## config.mk

```make
export PLATFORM = sky130hd
export DESIGN_NAME = usb_fs_out_xfer_ctrl
export DESIGN_NICKNAME = d
export VERILOG_FILES = /design/src/rtl/usb_fs_out_xfer_ctrl_pkg.sv /design/src/rtl/usb_fs_out_xfer_ctrl_crc_strip.sv /design/src/rtl/usb_fs_out_xfer_ctrl.sv
export SDC_FILE = /design/constraint.sdc
export NUM_CORES = 1
export LEC_CHECK = 0
export ABC_AREA = 1
export CAP_MARGIN = 5
export CORE_UTILIZATION = 36
export DETAILED_ROUTE_END_ITERATION = 6
export SKIP_LAST_GASP = 1
export SYNTH_ARGS = -nofsm -noshare
export SYNTH_HDL_FRONTEND = slang
export SYNTH_SLANG_ARGS = --single-unit
```

## constraint.sdc

```tcl
create_clock -name clk -period 1.9 [get_ports clk]
set_input_delay 0.475 -clock clk [delete_from_list [all_inputs] [get_ports clk]]
set_output_delay 0.475 -clock clk [all_outputs]
set_load 0.005 [all_outputs]
```

## src/rtl/usb_fs_out_xfer_ctrl_pkg.sv

```systemverilog
// USB PID encodings, PID-class helpers and the state/decision types shared by the
// full-speed OUT transfer controller.
package usb_fs_out_xfer_ctrl_pkg;

  localparam logic [3:0] PID_OUT   = 4'b0001;
  localparam logic [3:0] PID_IN    = 4'b1001;
  localparam logic [3:0] PID_SOF   = 4'b0101;
  localparam logic [3:0] PID_SETUP = 4'b1101;
  localparam logic [3:0] PID_DATA0 = 4'b0011;
  localparam logic [3:0] PID_DATA1 = 4'b1011;
  localparam logic [3:0] PID_ACK   = 4'b0010;
  localparam logic [3:0] PID_NAK   = 4'b1010;
  localparam logic [3:0] PID_STALL = 4'b1110;

  // The two PID LSBs encode the packet class
  localparam logic [3:0] PID_CLASS_MASK  = 4'b0011;
  localparam logic [3:0] PID_CLASS_TOKEN = 4'b0001;
  localparam logic [3:0] PID_CLASS_DATA  = 4'b0011;

  typedef enum logic [1:0] {IDLE, WAIT_DATA, RX_DATA, HS_PEND} state_t;

  typedef enum logic [2:0] {
    DEC_NONE, DEC_DROP, DEC_STALL, DEC_NAK, DEC_DUP, DEC_COMMIT
  } decision_t;

  // OUT and SETUP are the token-class PIDs that are neither IN nor SOF
  function automatic logic pid_is_out_token(input logic [3:0] pid);
    return ((pid & PID_CLASS_MASK) == PID_CLASS_TOKEN) && (pid != PID_IN) && (pid != PID_SOF);
  endfunction

  // DATA0/DATA1 are the data-class PIDs with bit 2 clear (excludes DATA2/MDATA)
  function automatic logic pid_is_data01(input logic [3:0] pid);
    return ((pid & PID_CLASS_MASK) == PID_CLASS_DATA) && !pid[2];
  endfunction

endpackage

```

## src/rtl/usb_fs_out_xfer_ctrl_crc_strip.sv

```systemverilog
// Two-byte delay line that withholds the trailing CRC16 from the payload stream,
// plus a saturating byte counter and babble detection.
module usb_fs_out_xfer_ctrl_crc_strip #(
  parameter int MAX_PKT = 64,
  parameter int CW      = $clog2(MAX_PKT + 4)
) (
  input  logic          clk,
  input  logic          reset,
  input  logic          clear,
  input  logic          put,
  input  logic [7:0]    data,
  output logic          fwd_put,
  output logic [7:0]    fwd_data,
  output logic [CW-1:0] count,
  output logic          babble
);

  localparam logic [CW-1:0] CNT_MAX = CW'(MAX_PKT + 3);

  logic [7:0]    d0;
  logic [7:0]    d1;
  logic [CW-1:0] cnt;

  function automatic logic [CW-1:0] sat_inc(input logic [CW-1:0] v);
    return (v == CNT_MAX) ? v : v + CW'(1);
  endfunction

  always_ff @(posedge clk) begin
    if (put) begin
      d1 <= d0;
      d0 <= data;
    end
  end

  always_ff @(posedge clk or negedge reset) begin
    if (!reset) begin
      cnt      <= '0;
      fwd_put  <= 1'b0;
      fwd_data <= '0;
    end else begin
      // Once two bytes are held, each new put pushes the oldest one out
      fwd_put <= put && (cnt >= CW'(2));
      if (put && (cnt >= CW'(2))) fwd_data <= d1;
      if (clear)    cnt <= '0;
      else if (put) cnt <= sat_inc(cnt);
    end
  end

  // Count already includes a byte arriving this cycle, so an end-of-packet
  // decision taken in the same cycle sees it.
  assign count  = put ? sat_inc(cnt) : cnt;
  assign babble = count > CW'(MAX_PKT + 2);

endmodule

```

## src/rtl/usb_fs_out_xfer_ctrl.sv

```systemverilog
// Full-speed OUT/SETUP transaction sequencer: token match, CRC-stripped payload
// routing to OUT endpoints, per-endpoint data toggle and ACK/NAK/STALL selection.
module usb_fs_out_xfer_ctrl
  import usb_fs_out_xfer_ctrl_pkg::*;
#(
  parameter int NUM_OUT_EP = 2,
  parameter int MAX_PKT    = 64,
  parameter int TOKEN_TO   = 64
) (
  input  logic                  clk,
  input  logic                  reset,
  input  logic [6:0]            dev_addr,
  input  logic                  rx_pkt_start,
  input  logic                  rx_pkt_end,
  input  logic [3:0]            rx_pid,
  input  logic [6:0]            rx_addr,
  input  logic [3:0]            rx_endp,
  input  logic                  rx_valid_packet,
  input  logic                  rx_data_put,
  input  logic [7:0]            rx_data,
  input  logic [NUM_OUT_EP-1:0] ep_ready,
  input  logic [NUM_OUT_EP-1:0] ep_stall,
  output logic [NUM_OUT_EP-1:0] ep_data_put,
  output logic [7:0]            ep_data,
  output logic [NUM_OUT_EP-1:0] ep_commit,
  output logic [NUM_OUT_EP-1:0] ep_rollback,
  output logic [NUM_OUT_EP-1:0] ep_setup,
  output logic                  tx_hs_req,
  output logic [3:0]            tx_hs_pid,
  input  logic                  tx_hs_ack
);

  localparam int EPW = (NUM_OUT_EP > 1) ? $clog2(NUM_OUT_EP) : 1;
  localparam int CW  = $clog2(MAX_PKT + 4);
  localparam int TW  = $clog2(TOKEN_TO + 1);

  state_t                state, state_nx;
  decision_t             dec;
  logic [EPW-1:0]        ep_q;
  logic [EPW-1:0]        ep_sel;
  logic                  is_setup_q, ready_q, stall_q;
  logic [NUM_OUT_EP-1:0] toggle;
  logic [TW-1:0]         to_cnt;
  logic                  commit_q, rollback_q, setup_q, hs_req_q;
  logic [3:0]            hs_pid_q;
  logic                  token_hit;
  logic                  strip_clear, strip_put, fwd_put, babble;
  logic [7:0]            fwd_data;
  logic [CW-1:0]         byte_cnt;

  assign ep_sel    = rx_endp[EPW-1:0];
  assign token_hit = rx_pkt_end && rx_valid_packet && pid_is_out_token(rx_pid) &&
                     (rx_addr == dev_addr) && ({1'b0, rx_endp} < 5'(NUM_OUT_EP));

  assign strip_clear = (state == WAIT_DATA) && rx_pkt_start;
  assign strip_put   = (state == RX_DATA) && rx_data_put;

  usb_fs_out_xfer_ctrl_crc_strip #(
    .MAX_PKT (MAX_PKT),
    .CW      (CW)
  ) u_strip (
    .clk      (clk),
    .reset    (reset),
    .clear    (strip_clear),
    .put      (strip_put),
    .data     (rx_data),
    .fwd_put  (fwd_put),
    .fwd_data (fwd_data),
    .count    (byte_cnt),
    .babble   (babble)
  );

  always_comb begin
    state_nx = state;
    dec      = DEC_NONE;
    case (state)
      IDLE:      if (token_hit) state_nx = WAIT_DATA;
      WAIT_DATA: begin
        if (rx_pkt_start)                        state_nx = RX_DATA;
        else if (to_cnt == TW'(TOKEN_TO - 1))    state_nx = IDLE;
      end
      RX_DATA: begin
        if (rx_pkt_end) begin
          if (!rx_valid_packet || !pid_is_data01(rx_pid) || babble || (byte_cnt < CW'(2)))
            dec = DEC_DROP;
          else if (stall_q)                                  dec = DEC_STALL;
          else if (!ready_q)                                 dec = DEC_NAK;
          else if ((rx_pid == PID_DATA1) != toggle[ep_q])    dec = DEC_DUP;
          else                                               dec = DEC_COMMIT;
          state_nx = (dec == DEC_DROP) ? IDLE : HS_PEND;
        end
      end
      HS_PEND:   if (rx_pkt_start || tx_hs_ack) state_nx = IDLE;
      default:   state_nx = IDLE;
    endcase
  end

  always_ff @(posedge clk or negedge reset) begin
    if (!reset) begin
      state      <= IDLE;
      ep_q       <= '0;
      is_setup_q <= 1'b0;
      ready_q    <= 1'b0;
      stall_q    <= 1'b0;
      toggle     <= '0;
      to_cnt     <= '0;
      commit_q   <= 1'b0;
      rollback_q <= 1'b0;
      setup_q    <= 1'b0;
      hs_req_q   <= 1'b0;
      hs_pid_q   <= '0;
    end else begin
      state      <= state_nx;
      commit_q   <= (dec == DEC_COMMIT);
      rollback_q <= dec inside {DEC_DROP, DEC_STALL, DEC_NAK, DEC_DUP};
      setup_q    <= (dec == DEC_COMMIT) && is_setup_q;

      // SETUP always restarts the control pipe at DATA0 and clears a halt
      if ((state == IDLE) && token_hit) begin
        ep_q       <= ep_sel;
        is_setup_q <= (rx_pid == PID_SETUP);
        ready_q    <= ep_ready[ep_sel];
        stall_q    <= ep_stall[ep_sel] && (rx_pid != PID_SETUP);
        to_cnt     <= '0;
        if (rx_pid == PID_SETUP) toggle[ep_sel] <= 1'b0;
      end else if (state == WAIT_DATA) begin
        to_cnt <= to_cnt + TW'(1);
      end

      if (dec == DEC_COMMIT) toggle[ep_q] <= ~toggle[ep_q];

      case (dec)
        DEC_STALL:           begin hs_req_q <= 1'b1; hs_pid_q <= PID_STALL; end
        DEC_NAK:             begin hs_req_q <= 1'b1; hs_pid_q <= PID_NAK;   end
        DEC_DUP, DEC_COMMIT: begin hs_req_q <= 1'b1; hs_pid_q <= PID_ACK;   end
        default: begin
          if ((state == HS_PEND) && (rx_pkt_start || tx_hs_ack)) begin
            hs_req_q <= 1'b0;
            hs_pid_q <= '0;
          end
        end
      endcase
    end
  end

  // A byte forwarded alongside a commit/rollback pulse is suppressed so the
  // endpoint never sees a strobe and a verdict in the same cycle.
  always_comb begin
    ep_data_put = '0;
    ep_commit   = '0;
    ep_rollback = '0;
    ep_setup    = '0;
    for (int i = 0; i < NUM_OUT_EP; i++) begin
      if (ep_q == EPW'(i)) begin
        ep_data_put[i] = fwd_put && ready_q && !stall_q && !commit_q && !rollback_q;
        ep_commit[i]   = commit_q;
        ep_rollback[i] = rollback_q;
        ep_setup[i]    = setup_q;
      end
    end
  end

  assign ep_data   = fwd_data;
  assign tx_hs_req = hs_req_q;
  assign tx_hs_pid = hs_pid_q;

endmodule

```

==> results_dict.tcl <==
set metrics [dict create \
    status "finished clean" \
    hold_buffers 0 \
    synth_fp_nets 387 \
    drt_iter0_drc 109 \
    finalCriticalPeriod_ps 1900 \
    path_max_fanout 3 \
    final_common_cell "nand2_1" \
    path_clk_slew_ps 110 \
    cts_buffers 5 \
    critPathCapture "toggle[0]" \
    grt_max_degree 39 \
    startpoint "rx_endp[2]" \
    cts_root_buf "clkbuf_8" \
    core_um2 7370 \
    finalHoldViolCount 0 \
    grt_overflow_total 0 \
    crit_type "input port to flip-flop" \
    ant_nets 0 \
    io_pins 62 \
    reg2reg_to "toggle[1]" \
    clk_latency_ps 310 \
    io_buffers 60 \
    fmax_mhz 527 \
    layout-drive-gt1-share_pct 22.3 \
    totalWireLength_mm 6.40 \
    r2r_cells 10 \
    finalSetupViolCount 0 \
    start_kind "input port" \
    netlist.area_leader.share_pct 34.3 \
    avgSynthCellArea_um2 8.09 \
    fin_util_pct 55.6 \
    max_stage_delay_ps 390 \
    synth.top_cells.by_area "dfrtp_1, edfxtp_1, nand2_1" \
    dp_hpwl_mm 4.55 \
    vias 2509 \
    fin_cells 552 \
    tritoncts "built" \
    clkSinkCount 54 \
    htree_levels 2 \
    crit_path_end_kind "flip-flop" \
    ys_warn_count 0 \
    die_h_um 89.8 \
    cp.required_ps 2110 \
    synth_seq_cells 54 \
    route.detailed.drc 0 \
    place_congestion 0.908 \
    first_pass_iters 4 \
    peakVddDrop_mv 0.508 \
    final_cell_mix "nand2_1, clkdlybuf4s50_1, inv_1" \
    hp-class "input port to asynchronous set/reset pin" \
    critical_path.top_delay_family "simple AND/OR/NAND/NOR gates" \
    grt_pass1_wl_mm 10.6 \
    die_width_um 89.8 \
    critPathBufInv 1 \
    worstSetupPathDepth 9 \
    yosysTopAreaCell "dfrtp_1" \
    syn_area_um2 2780 \
    slew_viol_final 0 \
    seq_area_frac_synth_pct 51.6 \
    start_util_pct 37.7 \
    final_nets 496 \
    grt_pass1_vias 2352 \
    syn_inst 343 \
    std_cell_rows 31 \
    finClkSkew_ps 10.1 \
    dp_cells 531 \
    reg2reg_from "u_strip.cnt[0]" \
    r2r_slack_ps 20 \
    clock_path_buffers 2 \
    antenna_cells 0 \
    p_per_area_nw_per_um2 891 \
    dieArea_um2 8060 \
    rsz0062_at_grt "yes" \
    area.growth.synth_to_final_pct 47.6 \
    cp.arrival_ps 2110 \
    detail_route.wl_per_cell_um 11.6 \
    finalCritPeriodShare_pct 99.9 \
    crit_chain "clkdlybuf4s50_1 > or2_2 > nor3_1 > nand3_1 > nor2_4 > nand3_2 > o21ai_1 > o21bai_1 > nand2_1" \
    crit_slowest_cell "clkdlybuf4s50_1" \
    viasPerCell 4.55 \
    p_leak_uw 0.00202 \
    synthDistinctLibCells 36 \
    power.total_uw 3650 \
    cap_viol_max_count 0 \
    grt_use_total_pct 16.1 \
    antenna_found_initial 0 \
]
Yosys cell counts, drive strengths merged:
cell,n
mux2i,1
o21bai,2
clkinv,2
dfrtp,38
a22o,1
ha,3
nand3b,3
o31ai,1
or2,2
nand4,4
inv,47
nor3b,1
o21ai,19
xor2,2
nor3,4
a22oi,1
edfxtp,16
clkbuf,1
a21oi,12
xnor2,3
conb,1
o32ai,1
nand2,107
o211ai,2
nor4,2
nor2,44
nand3,22
buf,1
sequential cells by signal, summed over array words and instances (netlist names):
signal	cells
u_strip.fwd_data	8
state	2
toggle	2
ep_q	1
u_strip.cnt	7
u_strip.d1	8
tx_hs_pid	3
setup_q	1
stall_q	1
is_setup_q	1
u_strip.d0	8
to_cnt	7
tx_hs_req	1
rollback_q	1
u_strip.fwd_put	1
commit_q	1
ready_q	1
per-stage QoR:
stage          hold WS (ps)  instance area [µm²]  worst slack [ps]  setup TNS [ps]
2_1_floorplan           179                 2780               105               0
3_3_place_gp            400                 3720              -380           -6950
3_5_place_dp            405                 3720              -386           -7180
4_1_cts                 219                 3920              -176            -432
5_1_grt                 238                 4100              -103            -586
6_report                202                 4100              1.42               0
layout make-up:
| type | count | area (µm²) |
|---|---|---|
| multi-input combinational | 238 | 1300 |
| timing repair buffer | 103 | 938 |
| fill | 683 | 3270 |
| sequential | 54 | 1430 |
| clock inverter | 3 | 28.8 |
| tap | 99 | 124 |
| clock buffer | 5 | 68.8 |
| inverter | 49 | 195 |
| timing repair inverter | 1 | 7.51 |
metal layers:
metal | wire length (µm) | vias up | track usage, %
met5 | 0 | - | 0
met4 | 19 | 0 | 3.96
met3 | 124 | 3 | 2.62
met2 | 3180 | 30 | 26.8
met1 | 3070 | 1165 | 22.0
li1 | - | 1311 | -
where the power goes:
part           switching [µW]  leakage (µW)  internal [µW]  total (µW)
clock network             402     0.0000502            274         676
registers                 154      0.000641           1460        1620
logic                     675       0.00133            678        1350
total                    1230       0.00202           2420        3650
timing repair:
item / 4_1_cts / 5_1_grt
pin swaps: 4 / 11
gates resized for setup: 10 / 54
setup buffers: 11 / 1
endpoints found under the setup margin: 12 / 34
cloned: 0 / 1
worst register-to-register path, cell delays in order, from the launching register on:
cell	delay, ps
dfrtp_1	430
buf_6	150
inv_4	60
ha_4	190
nand3b_1	210
nand2_4	120
nor2_4	50
a21oi_4	230
nand4_4	130
o21bai_1	160
nand2_1	70
cell families (layout without fill, tap and decap cells):
| family | Yosys count | in the layout | share of synthesized area (%) |
|---|---|---|---|
| xor+xnor | 5 | 5 | 1.58 |
| mux | 1 | 1 | 0.361 |
| buf+inv | 51 | 161 | 7.08 |
| compound gates | 39 | 39 | 8.25 |
| other cells | 1 | 1 | 0.135 |
| simple gates | 189 | 189 | 29.7 |
| fa+ha+maj | 3 | 3 | 1.35 |
| flops | 54 | 54 | 51.6 |
worst min path at each step:
stage                       start       endpoint  slack (ps)
finish                      reset   tx_hs_pid[1]         200
global route                reset   tx_hs_pid[1]         240
floorplan                   reset       commit_q         180
global placement    u_strip.d0[3]  u_strip.d1[3]         400
detailed placement  u_strip.d0[4]  u_strip.d1[4]         400
CTS                         reset       commit_q         220
Power figures use the tool's default switching activity.
